### src/rtl/regfile_dump_pkg.sv
`default_nettype none
// regfile_dump_pkg: shared types and sizing helpers for the register-file dump controller.
// Rev 1.0
package regfile_dump_pkg;

  localparam int REG_IDX_W = 5;

  typedef enum logic [2:0] {
    ST_IDLE      = 3'd0,
    ST_CAPTURE   = 3'd1,
    ST_SEND_IDX  = 3'd2,
    ST_SEND_DATA = 3'd3,
    ST_DONE      = 3'd4
  } state_t;

  function automatic int BYTES_PER_WORD(input int width);
    return width / 8;
  endfunction

  function automatic int BYTE_CNT_W(input int width);
    return (width / 8 > 1) ? $clog2(width / 8) : 1;
  endfunction

endpackage
`default_nettype wire

### src/rtl/word_byte_serializer.sv
`default_nettype none
// word_byte_serializer: snapshots one register word and presents it MSB byte first.
// Rev 1.0
module word_byte_serializer
  import regfile_dump_pkg::*;
#(
  parameter int WIDTH = 32
) (
  input  logic             clk,
  input  logic             reset,
  input  logic             load,
  input  logic [WIDTH-1:0] load_data,
  input  logic             advance,
  output logic [7:0]       byte_out,
  output logic             last_byte
);

  localparam int NBYTES = BYTES_PER_WORD(WIDTH);
  localparam int CW     = BYTE_CNT_W(WIDTH);

  logic [WIDTH-1:0] word_q;
  logic [CW-1:0]    cnt;
  logic [7:0]       bytes [NBYTES];

  // The snapshot is taken only on load, so later register-file writes cannot leak in.
  always_ff @(posedge clk or negedge reset) begin
    if (!reset) begin
      word_q <= '0;
      cnt    <= '0;
    end else if (load) begin
      word_q <= load_data;
      cnt    <= '0;
    end else if (advance) begin
      cnt <= last_byte ? '0 : cnt + 1'b1;
    end
  end

  for (genvar i = 0; i < NBYTES; i++) begin : g_bytes
    assign bytes[i] = word_q[WIDTH-1-8*i -: 8];
  end

  assign byte_out  = bytes[cnt];
  assign last_byte = (cnt == CW'(NBYTES - 1));

endmodule
`default_nettype wire

### src/rtl/regfile_dump_ctrl.sv
`default_nettype none
// regfile_dump_ctrl: streams a range of register indices and values out as UART bytes.
// Rev 1.0
module regfile_dump_ctrl
  import regfile_dump_pkg::*;
#(
  parameter int WIDTH = 32
) (
  input  logic                 clk,
  input  logic                 reset,
  input  logic                 start,
  input  logic [REG_IDX_W-1:0] first_reg,
  input  logic [REG_IDX_W-1:0] last_reg,
  input  logic                 abort,
  output logic [REG_IDX_W-1:0] dbg_sel,
  input  logic [WIDTH-1:0]     dbg_data,
  output logic [7:0]           tx_data,
  output logic                 tx_valid,
  input  logic                 tx_ready,
  output logic                 busy,
  output logic                 done
);

  state_t               state;
  state_t               state_nx;
  logic [REG_IDX_W-1:0] cur;
  logic [REG_IDX_W-1:0] last_q;
  logic                 xfer;
  logic                 load;
  logic                 advance;
  logic                 last_byte;
  logic [7:0]           byte_out;

  assign xfer    = tx_valid & tx_ready;
  assign dbg_sel = cur;

  always_ff @(posedge clk or negedge reset) begin
    if (!reset) state <= ST_IDLE;
    else        state <= state_nx;
  end

  always_comb begin
    state_nx = state;
    if (state != ST_IDLE && abort) begin
      state_nx = ST_IDLE;
    end else begin
      case (state)
        ST_IDLE:      if (start) state_nx = ST_CAPTURE;
        ST_CAPTURE:   state_nx = ST_SEND_IDX;
        ST_SEND_IDX:  if (xfer) state_nx = ST_SEND_DATA;
        ST_SEND_DATA: if (xfer && last_byte)
                        state_nx = (cur == last_q) ? ST_DONE : ST_CAPTURE;
        ST_DONE:      state_nx = ST_IDLE;
        default:      state_nx = ST_IDLE;
      endcase
    end
  end

  always_comb begin
    tx_valid = 1'b0;
    tx_data  = 8'h00;
    busy     = 1'b1;
    done     = 1'b0;
    load     = 1'b0;
    advance  = 1'b0;
    case (state)
      ST_IDLE:      busy = 1'b0;
      ST_CAPTURE:   load = 1'b1;
      ST_SEND_IDX: begin
        tx_valid = 1'b1;
        tx_data  = {{(8-REG_IDX_W){1'b0}}, cur};
      end
      ST_SEND_DATA: begin
        tx_valid = 1'b1;
        tx_data  = byte_out;
        advance  = tx_ready & ~abort;
      end
      ST_DONE:      done = 1'b1;
      default:      busy = 1'b0;
    endcase
  end

  // cur wraps modulo 32 naturally, which covers first_reg > last_reg ranges.
  always_ff @(posedge clk or negedge reset) begin
    if (!reset) begin
      cur    <= '0;
      last_q <= '0;
    end else if (state == ST_IDLE && start) begin
      cur    <= first_reg;
      last_q <= last_reg;
    end else if (state == ST_SEND_DATA && xfer && last_byte && !abort && cur != last_q) begin
      cur <= cur + 1'b1;
    end
  end

  word_byte_serializer #(
    .WIDTH (WIDTH)
  ) u_ser (
    .clk       (clk),
    .reset     (reset),
    .load      (load),
    .load_data (dbg_data),
    .advance   (advance),
    .byte_out  (byte_out),
    .last_byte (last_byte)
  );

endmodule
`default_nettype wire

### config.mk
export PLATFORM = sky130hd
export DESIGN_NAME = regfile_dump_ctrl
export DESIGN_NICKNAME = d
export VERILOG_FILES = /design/src/rtl/regfile_dump_pkg.sv /design/src/rtl/word_byte_serializer.sv /design/src/rtl/regfile_dump_ctrl.sv
export SDC_FILE = /design/constraint.sdc
export NUM_CORES = 1
export LEC_CHECK = 0
export CORE_MARGIN = 1.5
export CORE_UTILIZATION = 27
export DETAILED_ROUTE_END_ITERATION = 10
export HOLD_SLACK_MARGIN = 0.15
export PLACE_DENSITY = 0.56
export SLEW_MARGIN = 20
export SYNTH_ARGS = -nofsm -noshare
export SYNTH_HDL_FRONTEND = slang
export SYNTH_SLANG_ARGS = --single-unit
### constraint.sdc
create_clock -name clk -period 2.5 [get_ports clk]
set_clock_uncertainty 0.15 [all_clocks]
set_input_delay 0.625 -clock clk [delete_from_list [all_inputs] [get_ports clk]]
set_output_delay 0.625 -clock clk [all_outputs]
set_load 0.005 [all_outputs]
# Word-level counts from Yosys, hierarchy flattened
# Cells that the tools add are included.
[word_totals] ram_bits=0 latchBits=0 in_bits=47 out_inout_bits=16 n_memories=0 romBits=0 reg_bits=47
[classes] shift=0 n_reduce_logical=15 n_bitwise=4 n_lt_le_gt_ge=1 n_eq_ne=10 addsub=2 muxes=20 mul=0 div=0
[op_table] operator="binary-select mux 8 bit (select 2 bit)" count=1
[op_table] operator="two-way mux 8 bit" count=2
[op_table] operator="case mux 8 bit (2 select lines)" count=1
[op_table] operator="two-way mux 3 bit" count=5
[op_table] operator="case mux 3 bit (4 select lines)" count=1
[op_table] operator="two-way mux 5 bit" count=2
[op_table] operator="!= test 3 bit, second input constant" count=3
[op_table] operator="logical AND 1 bit" count=7
[op_table] operator="== test 3 x 2 -> 1 bit, second input constant" count=2
[op_table] operator="two-way mux 2 bit" count=3
[op_table] operator="adder 5 x 1 -> 5 bit, second input constant" count=1
[op_table] operator="== test 5 bit" count=1
[op_table] operator="two-way mux 1 bit" count=5
[op_table] operator="!= test 5 bit" count=1
[op_table] operator="nonzero test 2 bit" count=2
[op_table] operator="OR reduction 4 bit" count=1
[op_table] operator="== test 3 x 1 -> 1 bit, second input constant" count=1
[op_table] operator="== test 3 bit, second input constant" count=1
[op_table] operator="greater-or-equal comparator 3 bit, second input constant" count=1
[op_table] operator="zero test 3 bit" count=1
[op_table] operator="inverter 2 -> 3 bit" count=1
[op_table] operator="AND reduction 3 bit" count=1
[op_table] operator="nonzero test 3 bit" count=1
[op_table] operator="adder 2 x 1 -> 2 bit, second input constant" count=1
[op_table] operator="other kinds (5)" count=6

# Depth between registers and ports, before layout
# Gate-level depths: netlist of run 1.
[logic_depth] depth_word=10 ltp_mapped=7 mapped_depth_nobuf=6

# Cells and area by module
# A second synthesis of run 1 with hierarchy kept.
[unflattened] cells_unflattened=176 area_unflattened_um2=2346.0
[modules_own_cells] module="word_byte_serializer" n_inst=1 cells_each=86 area_per_inst_um2=1486.4
[modules_own_cells] module="regfile_dump_ctrl" n_inst=1 cells_each=90 area_per_inst_um2=859.6

# Least setup slack after synthesis of run 1
# No wires, ideal clock.
[synth_path] path_type="register -> output" from="register u_ser.cnt[0]" to="output port tx_data[0]" path_stages_with_launch=5 arrival_time_ns=1.291 setup_slack_ns=0.434 cell_sequence="dfrtp_1 > buf_2 > mux4_2 > mux2i_1 > nor2_1"
[synth_between] elab_chain_len=5
[synth_rtl] element="start, declared" line="word_byte_serializer.sv:22" source="logic [CW-1:0] cnt;"
[synth_rtl] element="start signal, assigned" line="word_byte_serializer.sv:34" source="cnt <= last_byte ? '0 : cnt + 1'b1;"
[synth_rtl] element="inverter 2 -> 3 bit (implied by the code)" line="word_byte_serializer.sv:42" source="assign byte_out = bytes[cnt];"
[synth_rtl] element="binary-select mux 8 bit (select 2 bit)" line="word_byte_serializer.sv:42"
[synth_rtl] element="two-way mux 8 bit (implied by the code) (2 in a row)" line="word_byte_serializer.sv:42"
[synth_rtl] element="case mux 8 bit (2 select lines)" line="regfile_dump_ctrl.sv:66" source="case (state)"
[synth_rtl] element="end, declared" line="regfile_dump_ctrl.sv:17" source="output logic [7:0] tx_data,"
# No other way between the ends. The select of a mux whose other input is x is not followed.

# Final worst setup path of run 1
[layout_path] from="register u_ser.cnt[0]" to="output port tx_data[2]"
# Same word-level chain as after synthesis.

==> flow_summary.yaml, run 1 <==
synth:
  synthTopCellsByArea: "dfrtp_1 (51%), mux2_1 (14%), mux4_2 (7.8%), mux2_2 (4.4%), mux2i_1 (3.0%)"
  synth-seq-cells: 47
  synth_ff_type: "dfrtp_1"
  syn_area_um2: 2318
  yosysWarningCount: 0
  yosysSeqAreaShare_pct: 50.73
  yosysTopAreaCellShare_pct: 50.73
  yosysTopAreaCell: "dfrtp_1"
  synth.avg_cell_area_um2: 13.32
  synth_edf_count: 0
  synth_nets: 223
  synthDistinctLibCells: 34
  syn-instance-count: 174
  async_flop_share_pct: 100.0
layout:
  post-route-util_pct: 40.56
  nFillCells: 821
  final_cells: 364
  syn_to_final_growth_pct: 44.47
  n_antenna_cell: 0
  drive_gt1_share_pct: 27.41
  nNetsFinal: 307
die:
  die_x_um: 95.67
  ios: 63
  fp.coreArea_um2: 8258
  initial_core_util_pct: 28.08
  die_h_um: 95.67
  rows: 33
  dieArea_um2: 9152
run:
  drv_cap: 0
route:
  vias: 1700
  ant_nets: 0
  drc: 0
  firstDrtPassIters: 4
  first_iter_violations: 33
  routed_wl_mm: 5.352
  wl_per_cell_um: 14.70
  vias_per_cell: 4.670
timing:
  timing.fmax_ghz: 0.3902
  hold_violations: 0
  slew_headroom_pct: 58.40
  period_minus_slack_ns: 2.563
  rsz0062_at_grt: "true"
  whs_ns: 0.2682
  drv_slew: 0
  setup_violations: 8
  worst_slack_ns: -0.06261
  worst_slew_pin_slew_ns: 0.6240
  min_period_over_period_pct: 102.5
setup_path:
  startpoint_type: "flop"
  crit_end: "tx_data[2]"
  r2r-end: "dbg_sel[1]"
  path_buf_inv: 3
  crit_start: "u_ser.cnt[0]"
  crit_family: "multiplexers"
  crit_path_top_delay_cell: "mux4_2"
  worst-r2r-cell-count: 7
  path_depth: 6
  path_class: "reg2out"
  slowest_delay_ns: 0.49
  reg2reg_from: "u_ser.cnt[0]"
  ff2ff_setup_slack_ns: 0.41
  crit_path_end_kind: "output port"
  crit_chain: "buf_12 > buf_12 > mux4_2 > mux2i_1 > nor2_1 > buf_2"
  cp_max_fo: 3
  cp.arrival_ns: 1.79
  worstPathRequired_ns: 1.73
  cp_common_cell: "buf_12"
power_and_ir_drop:
  p_leak_nw: 1.391
  p_clk_share_pct: 14.4
  switchingPower_mw: 1.129
  swShare_pct: 32.74
  internal_power_mw: 2.321
  p_seq_share_pct: 40.7
  max-vdd-ir-drop_mv: 0.2617
  comb_power_share_pct: 44.9
  p_per_area_nw_per_um2: 1030
clock_tree:
  clk_pin_slew_ns: 0.09
  cts_buffer_depth: 2
  numCtsBuffers: 5
  root_buffer: "clkbuf_8"
  cts_tree: "done"
  ctsHoldBuffers: 0
  cts-htree-levels: 2
  worstSkewPairLatency_ns: 0.30
  cts.sinks: 47
placed_design:
  dpl.cell_count: 344
  hpwl_mm: 3.807
  port_buffers: 62
  routabilityCongestion: 0.7064
status:
  status: "finished, violations left"
  violations: "negative setup slack"
global_route:
  grt_pass1_wl_mm: 8.349
  grt_use_total_pct: 12.19
  grt_pass1_vias: 1705
  overflow: 0
  grt_max_degree: 48
  antenna_found_initial: 0
min_path:
  hold_path_class: "in2async"
## synth_stat cells (2+ instances only)
| library cell | count |
|---|---|
| xor2_1 | 3 |
| o21ai_0 | 7 |
| mux2_1 | 29 |
| mux2i_1 | 7 |
| clkbuf_1 | 2 |
| nor2_1 | 9 |
| nand2_1 | 8 |
| o21ai_1 | 2 |
| xnor2_1 | 7 |
| mux2_2 | 9 |
| buf_2 | 7 |
| dfrtp_1 | 47 |
| ha_1 | 2 |
| mux4_2 | 8 |
| nor3_1 | 4 |
| nor4_1 | 2 |
| inv_1 | 2 |
| nor2b_1 | 3 |
## flip-flops by register name, indices dropped and copies added, names as in the netlist
name         count
dbg_sel          5
last_q           5
state            3
u_ser.bytes     32
u_ser.cnt        2
## how the worst min path moves through the flow
stage	from	end	slack (ns)	cells after the start
finish	reset	last_q[0]	0.27	2
global placement	u_ser.bytes[21]	u_ser.bytes[21]	0.32	1
global route	reset	u_ser.bytes[19]	0.31	2
CTS	reset	u_ser.bytes[3]	0.29	2
floorplan	reset	dbg_sel[0]	0.18	0
detailed placement	u_ser.bytes[29]	u_ser.bytes[29]	0.32	1
## power by group through the flow
| stage | Combinational (mW) | Clock (mW) | Sequential (mW) |
|---|---|---|---|
| final | 1.55 | 0.495 | 1.40 |
| after global routing | 1.69 | 0.550 | 1.46 |
| after CTS | 1.50 | 0.520 | 1.42 |
| after detailed placement | 1.43 | 0 | 1.44 |
| after global placement | 1.40 | 0 | 1.43 |
| after floorplan | 0.967 | 0 | 1.31 |
## metal layers
| layer | track usage (%) | part of all wire (%) |
|---|---|---|
| met1 | 16.81 | 47 |
| met2 | 18.66 | 46 |
| met3 | 3.429 | 6.2 |
| met4 | 3.309 | 0.71 |
| met5 | 0 | 0 |
## what timing repair did
item / 4_1_cts / 5_1_grt
buffers inserted: 7 / 6
endpoints found under the hold margin: 0 / 0
pin swaps: 2 / 1
setup endpoints to repair: 9 / 11
gates resized for setup: 38 / 5
## kinds of logic (layout without fill, tap and decap cells)
kind of cell / after synthesis / count (layout) / share of synthesized area (%)
AOI/OAI and AO/OA: 15 / 15 / 4.047
xor gates and xnor gates: 10 / 10 / 3.778
adders and majority gates: 2 / 2 / 1.079
buffers and inverters: 12 / 97 / 2.320
DFF: 47 / 47 / 50.73
muxes: 54 / 54 / 29.90
and+or+nand+nor: 34 / 34 / 8.150
## stage by stage
stage	setup TNS, ns	power, mW	setup slack (ns)	area [um2]
CTS	-0.3473	3.438	-0.08869	3303
global placement	0	2.834	0.05149	3144
detailed placement	0	2.864	0.01452	3144
global route	-1.083	3.700	-0.1616	3349
floorplan	0	2.277	0.4341	2318
finish	-0.3160	3.450	-0.06261	3349
## worst reg2reg max path, stage by stage (launching register included)
cell and delay [ns]:
dfrtp_1 0.42, buf_12 0.15, buf_12 0.12, buf_4 0.13
ha_1 0.28, o211a_1 0.18, mux2_4 0.30, mux2_2 0.26
## layout make-up
type	instances	area [um2]	area share, %
timing repair buffer	86	813.3	24.28
clock inverter	2	16.27	0.4856
tap	105	131.4	3.922
inverter	3	11.26	0.3362
sequential	47	1180	35.23
multi-input combinational	115	1115	33.28
clock buffer	6	82.58	2.465
## layout by cell type, fill, tap and decap left out, types with 2 or more instances in the layout
| master | count |
|---|---|
| dfrtp_2 | 3 |
| inv_1 | 2 |
| o21ai_0 | 7 |
| xnor2_1 | 7 |
| nor2_1 | 8 |
| mux2_2 | 9 |
| xor2_1 | 3 |
| mux2_1 | 29 |
| nand2_1 | 7 |
| dfrtp_1 | 44 |
| mux2i_1 | 7 |
| o21ai_1 | 2 |
| buf_2 | 9 |
| buf_12 | 4 |
| clkdlybuf4s50_1 | 53 |
| buf_6 | 2 |
| ha_1 | 2 |
| mux4_2 | 8 |
| nor2_2 | 2 |
| nor3_1 | 4 |
| clkbuf_8 | 6 |
| nor4_1 | 2 |
| buf_4 | 18 |
| nor2b_4 | 2 |
(Power assumes the default switching activity.)
==> inputs of run 2 (changes only) <==
- SLEW_MARGIN: 20 -> not set
==> results of run 2 <==
The final DEF is identical to that of run 1; final timing and power are the same.
